### config.mk
export PLATFORM = sky130hd
export DESIGN_NAME = regfile_wb_arbiter
export DESIGN_NICKNAME = d
export VERILOG_FILES = /design/src/rtl/regfile_wb_arbiter.sv
export SDC_FILE = /design/constraint.sdc
export NUM_CORES = 1
export LEC_CHECK = 0
export ABC_AREA = 1
export BUFFER_PORTS_ARGS = -buffer_cell sky130_fd_sc_hd__buf_4
export CORE_MARGIN = 3
export CORE_UTILIZATION = 40
export DETAILED_ROUTE_END_ITERATION = 8
export PLACE_DENSITY = 0.94
export SYNTH_ARGS = -nofsm -noshare
export SYNTH_HDL_FRONTEND = slang
export SYNTH_SLANG_ARGS = --single-unit
### constraint.sdc
create_clock -name Clock -period 1.46 [get_ports Clock]
set_clock_uncertainty 0.15 [all_clocks]
set_input_delay 0.292 -clock Clock [delete_from_list [all_inputs] [get_ports Clock]]
set_output_delay 0.292 -clock Clock [all_outputs]
set_load 0.05 [all_outputs]
### src/rtl/regfile_wb_arbiter.sv
// regfile_wb_arbiter
// Shares the single register-file write port among NREQ writeback sources.
// Round-robin grant with a valid/ready handshake per source, followed by a
// registered write stage driving RegWrite/WriteRg/WriteData. Writes to $0
// complete their handshake but never raise RegWrite.
// Optional feature: define RF_WB_BYPASS_EN to add the write-stage bypass
// compare (byp_hit/byp_data); without it those outputs are tied to zero.
module regfile_wb_arbiter #(
    parameter int NREQ = 2,
    parameter int DW   = 32,
    parameter int AW   = 5
) (
    input  logic                 Clock,
    input  logic                 Reset,
    input  logic [NREQ-1:0]      req_valid,
    output logic [NREQ-1:0]      req_ready,
    input  logic [NREQ*AW-1:0]   req_rg,
    input  logic [NREQ*DW-1:0]   req_data,
    input  logic                 wb_hold,
    output logic                 RegWrite,
    output logic [AW-1:0]        WriteRg,
    output logic [DW-1:0]        WriteData,
    input  logic [AW-1:0]        byp_rg1,
    input  logic [AW-1:0]        byp_rg2,
    output logic                 byp_hit1,
    output logic                 byp_hit2,
    output logic [DW-1:0]        byp_data1,
    output logic [DW-1:0]        byp_data2
);

    localparam int PW = (NREQ > 1) ? $clog2(NREQ) : 1;
    localparam logic [PW:0]   NREQ_W = (PW+1)'(NREQ);
    localparam logic [PW-1:0] LAST   = PW'(NREQ - 1);

    logic [PW-1:0]   ptr;
    logic [NREQ-1:0] rotValid;
    logic [PW:0]     winSum;
    logic [PW-1:0]   winner;
    logic            found;
    logic            accept;
    logic [AW-1:0]   winRg;
    logic [DW-1:0]   winData;

    // Rotate requests so ptr sits at bit 0, take the lowest set bit, and map
    // it back to an absolute requester index modulo NREQ.
    always_comb begin
        rotValid = NREQ'({req_valid, req_valid} >> ptr);
        winSum   = '0;
        found    = 1'b0;
        for (int k = NREQ - 1; k >= 0; k--) begin
            if (rotValid[k]) begin
                found  = 1'b1;
                winSum = {1'b0, ptr} + k[PW:0];
            end
        end
        if (winSum >= NREQ_W) begin
            winSum = winSum - NREQ_W;
        end
        winner = winSum[PW-1:0];
    end

    // One-hot ready for the winner; suppressed during hold and reset.
    always_comb begin
        req_ready = '0;
        if (found && !wb_hold && !Reset) begin
            req_ready[winner] = 1'b1;
        end
    end

    assign accept = |req_ready;

    // Select the winning requester's destination and data.
    always_comb begin
        winRg   = '0;
        winData = '0;
        for (int i = 0; i < NREQ; i++) begin
            if (winner == i[PW-1:0]) begin
                winRg   = req_rg[i*AW +: AW];
                winData = req_data[i*DW +: DW];
            end
        end
    end

    // Write stage and round-robin pointer; address/data hold when idle.
    always_ff @(posedge Clock) begin
        if (Reset) begin
            ptr       <= '0;
            RegWrite  <= 1'b0;
            WriteRg   <= '0;
            WriteData <= '0;
        end else begin
            RegWrite <= 1'b0;
            if (accept) begin
                WriteRg   <= winRg;
                WriteData <= winData;
                RegWrite  <= (winRg != '0);
                ptr       <= (winner == LAST) ? '0 : winner + 1'b1;
            end
        end
    end

`ifdef RF_WB_BYPASS_EN
    // Forward the registered write during the cycle before the regfile has it.
    always_comb begin
        byp_hit1  = RegWrite && (WriteRg == byp_rg1) && (byp_rg1 != '0);
        byp_hit2  = RegWrite && (WriteRg == byp_rg2) && (byp_rg2 != '0);
        byp_data1 = byp_hit1 ? WriteData : '0;
        byp_data2 = byp_hit2 ? WriteData : '0;
    end
`else
    // Bypass disabled: compare addresses are ignored.
    logic unusedBypRg;
    assign unusedBypRg = ^{byp_rg1, byp_rg2};
    assign byp_hit1    = 1'b0;
    assign byp_hit2    = 1'b0;
    assign byp_data1   = '0;
    assign byp_data2   = '0;
`endif

endmodule

After elaboration in Yosys (flattened, before gate mapping)
Index checks and enable logic that the tools add are counted.

word-level totals
  register bits = 39
  latch bits = 0
  memory bits (writable) = 0
  bits in read-only memories = 0
  bits of input ports = 89
  output and inout port bits = 106
  word-level logic and storage cells = 31
  memories kept = 0

operators by class
  add/subtract/negate cells = 3
  multipliers = 0
  div/mod/pow operators = 0
  $lt $le $gt $ge = 3
  eq/ne operators = 0
  shift operators = 1
  multiplexer cells = 11
  bitwise operators = 1
  reduce and logical (&&, ||, !) cells = 8

operator list
  kind                                                                  number
  32-bit two-way mux                                                    1
  2-bit two-way mux                                                     3
  1-bit two-way mux                                                     5
  5-bit two-way mux                                                     1
  5-bit nonzero test                                                    1
  2-bit OR reduction                                                    2
  4-bit by 1-bit >> shifter with 2-bit output                           1
  1-bit logical AND                                                     3
  1-bit by 1-bit adder with 2-bit output, second input constant         1
  2-bit greater-or-equal comparator, second input constant              1
  1-bit zero test                                                       2
  1-bit by 2-bit < comparator with 1-bit output, second input constant  1
  1-bit adder, second input constant                                    1
  1-bit demux with 1-bit select                                         1
  1-bit greater-or-equal comparator, second input constant              1
  1-bit inverter                                                        1
  1-bit subtractor, second input constant                               1

Depth between registers and ports, before layout
  word-level depth = 13
  depth in mapped cells = 10
  mapped depth without buffers = 9

Worst setup path after synthesis
Ideal clock, no wire load.

  kind = input to output
  from = in req_valid[0]
  to = out req_ready[0]
  arrival = 1.584 ns
  required time = 1.018 ns
  slack = -0.566 ns
  cell stages on the path = 6
  path buffers = 2
  path through = nor2_2 > nor2_4 > nand2_2 > buf_4 > buf_6 > a21oi_1

between the ends
  longest elaborated chain between the ends = 10
  elaborated cells between the ends (all ways) = 16
  those cells by class = add/sub: 1; order compare: 3; shift: 1; mux: 8; reduce/logical: 3

RTL lines
  item                                                                                                                      line    source
  start, declared                                                                                                           15      input logic [NREQ-1:0] req_valid,
  4-bit by 1-bit >> shifter with 2-bit output *                                                                             47      rotValid = NREQ'({req_valid, req_valid} >> ptr);
  2-bit two-way mux (2 in a row)                                                                                            51      if (rotValid[k]) begin
  2-bit greater-or-equal comparator or 1-bit subtractor (tied branches)                                                     56, 57
  1-bit two-way mux                                                                                                         56      if (winSum >= NREQ_W) begin
  1-bit by 2-bit < comparator with 1-bit output (not written as such) or 1-bit greater-or-equal comparator (tied branches)  66      req_ready[winner] = 1'b1;
  1-bit logical AND (not written as such)                                                                                   66
  1-bit two-way mux (not written as such)                                                                                   66
  1-bit demux with 1-bit select                                                                                             66
  2-bit two-way mux *                                                                                                       65      if (found && !wb_hold && !Reset) begin
  end, declared                                                                                                             16      output logic [NREQ-1:0] req_ready,

Mark *: on every way between the ends. The rest lies on a longest branch, timed or not.

Worst setup path in the final report
  from = reg ptr
  to = out req_ready[0]

between the ends
  longest elaborated chain between the ends = 10
  elaborated cells between the ends (all ways) = 17
  those cells by class = add/sub: 2; order compare: 3; shift: 1; mux: 8; reduce/logical: 3

RTL lines
  item                                                                                                                      line    source
  start, declared                                                                                                           35      logic [PW-1:0] ptr;
  start signal, assigned                                                                                                    97      ptr <= (winner == LAST) ? '0 : winner + 1'b1;
  1-bit by 1-bit adder with 2-bit output or 4-bit by 1-bit >> shifter with 2-bit output (tied branches)                     53, 47
  2-bit two-way mux (2 in a row)                                                                                            51
  2-bit greater-or-equal comparator or 1-bit subtractor (tied branches)                                                     56, 57
  1-bit two-way mux                                                                                                         56
  1-bit by 2-bit < comparator with 1-bit output (not written as such) or 1-bit greater-or-equal comparator (tied branches)  66
  1-bit logical AND (not written as such)                                                                                   66
  1-bit two-way mux (not written as such)                                                                                   66
  1-bit demux with 1-bit select                                                                                             66
  2-bit two-way mux *                                                                                                       65

Marked as above.

==> insert_results.sql <==
INSERT INTO impl_metrics (metric_group, metric, value, unit) VALUES
('detailed_routing', 'post-route-drc-count', '0', ''),
('synth', 'share_of_flip_flops_with_an_asynchronous_set_or_reset', '0', '%'),
('hold_path', 'timing.hold.worst.class', 'input pin to flop', ''),
('detailed_routing', 'antenna_left', '0', ''),
('power_and_ir_drop', 'power_leakage', '1.81', 'nW'),
('setup_path', 'critical_path.startpoint_type', 'flop', ''),
('placement', 'total_of_buffers_placed_on_input_and_output_ports', '118', ''),
('placement', 'hpwlAfterDp', '5410', 'microns'),
('timing', 'finalSetupViolations', '13', ''),
('timing', 'final-hold-violation-count', '0', ''),
('synth', 'synth.ff_latch_count', '39', ''),
('cells_and_area', 'ff_latch_area', '781', 'sq um'),
('setup_path', 'crit_type', 'flop to output pin', ''),
('floorplanning', 'starting_utilization_of_the_core_area', '42.8', '%'),
('outcome', 'outcome', 'finished with violations', ''),
('cts', 'cts_hold_buf', '0', ''),
('floorplanning', 'dieArea', '7040', 'sq um'),
('synth', 'yosys-top-cells-area', 'sky130_fd_sc_hd__dfxtp_1 32%, sky130_fd_sc_hd__nand2_1 22%, sky130_fd_sc_hd__buf_4 22%, sky130_fd_sc_hd__nand3_1 7.6%, sky130_fd_sc_hd__a21oi_1 6.8%', ''),
('setup_path', 'regToRegSetupSlack', '-50', 'ps'),
('power_and_ir_drop', 'max-vdd-ir-drop', '0.000422', 'V'),
('timing', 'post-route-worst-setup-slack', '-141', 'ps'),
('detailed_routing', 'post_drt_via_cell_ratio', '4.49', ''),
('setup_path', 'timing.critical_path.slowest_stage_cell', 'sky130_fd_sc_hd__dfxtp_1', ''),
('synth', 'synth-edff-count', '0', ''),
('setup_path', 'critPathArrivalTime', '1160', 'ps'),
('timing', 'period_minus_slack', '1600', 'ps'),
('power_and_ir_drop', 'power-per-cell-area', '913', 'nW/um^2'),
('outcome', 'violated_checks', 'setup timing', ''),
('placement', 'rd_place_congestion', '0.808', ''),
('floorplanning', 'io_pins', '195', ''),
('cts', 'worst_skew_pair.late_latency', '280', 'ps'),
('synth', 'synthesis.instances', '371', ''),
('detailed_routing', 'initialDrtViolationCount', '107', ''),
('cells_and_area', 'antennaDiodeCount', '0', ''),
('setup_path', 'critical_path.max_stage_delay', '310', 'ps'),
('power_and_ir_drop', 'internal_power', '1.83', 'mW'),
('detailed_routing', 'postRouteWirelength', '7130', 'microns'),
('setup_path', 'worst-path-max-fanout', '3', ''),
('timing', 'max_clock_freq', '625', 'MHz'),
('cells_and_area', 'num-fill-cells', '518', ''),
('timing', 'final.period_utilization', '110', '%'),
('grt', 'antenna_violations_before_repair', '0', ''),
('synth', 'synth.top_cell.area_share', '32.2', '%'),
('power_and_ir_drop', 'design_power_total', '3.09', 'mW'),
('cts', 'htree_num_levels', '2', ''),
('synth', 'yosys_most_used_dff', 'sky130_fd_sc_hd__dfxtp_1', ''),
('grt', 'first_global_vias', '2428', ''),
('detailed_routing', 'firstDrtPassIters', '7', ''),
('synth', 'synth_seq_area_share', '32.2', '%'),
('power_and_ir_drop', 'power.net_switching', '1.26', 'mW'),
('synth', 'synth_commonest_cells', '143 x sky130_fd_sc_hd__nand2_1, 71 x sky130_fd_sc_hd__buf_4, 39 x sky130_fd_sc_hd__dfxtp_1, 37 x sky130_fd_sc_hd__nand3_1, 33 x sky130_fd_sc_hd__a21oi_1', ''),
('placement', 'post-place-ws', '-65.2', 'ps'),
('timing', 'hold_slack', '137', 'ps'),
('setup_path', 'critical_path.endpoint_type', 'output pin', ''),
('synth', 'cell_type_with_the_largest_total_area_after_synthesis', 'sky130_fd_sc_hd__dfxtp_1', ''),
('power_and_ir_drop', 'power_frac_clock', '22.7', '%'),
('timing', 'maxSlewViolCount', '0', ''),
('detailed_routing', 'wl_per_cell', '12.6', 'microns'),
('cts', 'numClockSinks', '39', ''),
('setup_path', 'cp_num_buf_inv', '3', ''),
('timing', 'unrepaired_setup_endpoints_after_global_routing', 'true', ''),
('synth', 'synth.yosys.warnings', '0', ''),
('setup_path', 'cp_top_family', 'buffers and inverters', ''),
('setup_path', 'cp_cell_instances', 'inv_2 > nand2_4 > buf_12 > a21oi_4 > buf_6', ''),
('cells_and_area', 'final_layout_size_suffix_gt1_share', '31.5', '%'),
('placement', 'detailed_place.area', '3200', 'sq um'),
('detailed_routing', 'route.vias.total', '2535', ''),
('synth', 'most_common_cell_in_the_netlist', 'sky130_fd_sc_hd__nand2_1', ''),
('cells_and_area', 'nets', '580', ''),
('cts', 'cts_tree', 'yes', ''),
('synth', 'postSynthAreaPerCell', '6.54', 'sq um');
[worst min-delay path: stages]
cell and delay [ps]:
sky130_fd_sc_hd__buf_4 80, sky130_fd_sc_hd__o211ai_1 110, sky130_fd_sc_hd__nand2_1 70
[repair_timing]
action                                 in CTS  in global routing
gates resized for setup                     6                  6
buffers inserted                            3                  1
gates cloned                                1                  0
pin swaps                                   3                  2
endpoints found under the hold margin       0                  0
setup endpoints to repair                   2                 24
[path summary, 6_finish.rpt]
check,startpoint,depth (start not counted),end
setup / recovery,ptr,5,req_ready[0]
setup reg to reg,ptr,9,WriteData[8]
hold reg to reg,WriteData[2],2,WriteData[2]
hold / removal,req_rg[9],3,WriteRg[4]
[area by class of cell]
cell class / count / area share (%)
clock buffer: 7 / 2.25
clock inverter: 1 / 0.148
inverter: 9 / 0.998
tap: 72 / 2.66
sequential: 39 / 23.1
multi-input combinational: 299 / 37.8
timing repair buffer: 137 / 33.0
[placed cells by master (no fill, tap or decap), types with 3 or more instances in the layout]
cell type	n
sky130_fd_sc_hd__conb_1	66
sky130_fd_sc_hd__buf_4	129
sky130_fd_sc_hd__nor2_1	10
sky130_fd_sc_hd__clkbuf_8	5
sky130_fd_sc_hd__nand3_1	36
sky130_fd_sc_hd__a21oi_1	30
sky130_fd_sc_hd__dfxtp_1	39
sky130_fd_sc_hd__o21ai_1	4
sky130_fd_sc_hd__inv_1	7
sky130_fd_sc_hd__nor2_4	3
sky130_fd_sc_hd__nand2_1	141
sky130_fd_sc_hd__buf_12	4
[flip-flops by register name (all words and copies together) (netlist names)]
name       count
WriteData     32
ptr            1
RegWrite       1
WriteRg        5
[routing by layer]
layer	global-route usage, %	share of wire (%)	wire length, microns	up-vias
met5	0	0	0	-
met4	6.43	1.7	124	0
met3	6.42	11	763	9
met2	35.2	51	3640	148
met1	22.0	37	2610	1109
li1	-	-	-	1269
[cell families (layout without fill, tap and decap cells)]
kind of cell	after synthesis	count (layout)	synth area share [%]
AO/OA/AOI/OAI	39	39	8.25
buffers and inverters	98	154	27.0
flip-flops	39	39	32.2
other	1	66	0.154
AND/OR/NAND/NOR	194	194	32.4
[power groups by stage]
stage          clock [mW]  combinational [mW]  sequential, mW
5_1_grt             0.773                1.32            1.15
3_3_place_gp            0                1.17            1.17
2_1_floorplan           0               0.795            1.36
3_5_place_dp            0                1.19            1.17
6_report            0.701                1.24            1.15
4_1_cts             0.727                1.23            1.15
Note: power is estimated with default switching activity, not from simulation.
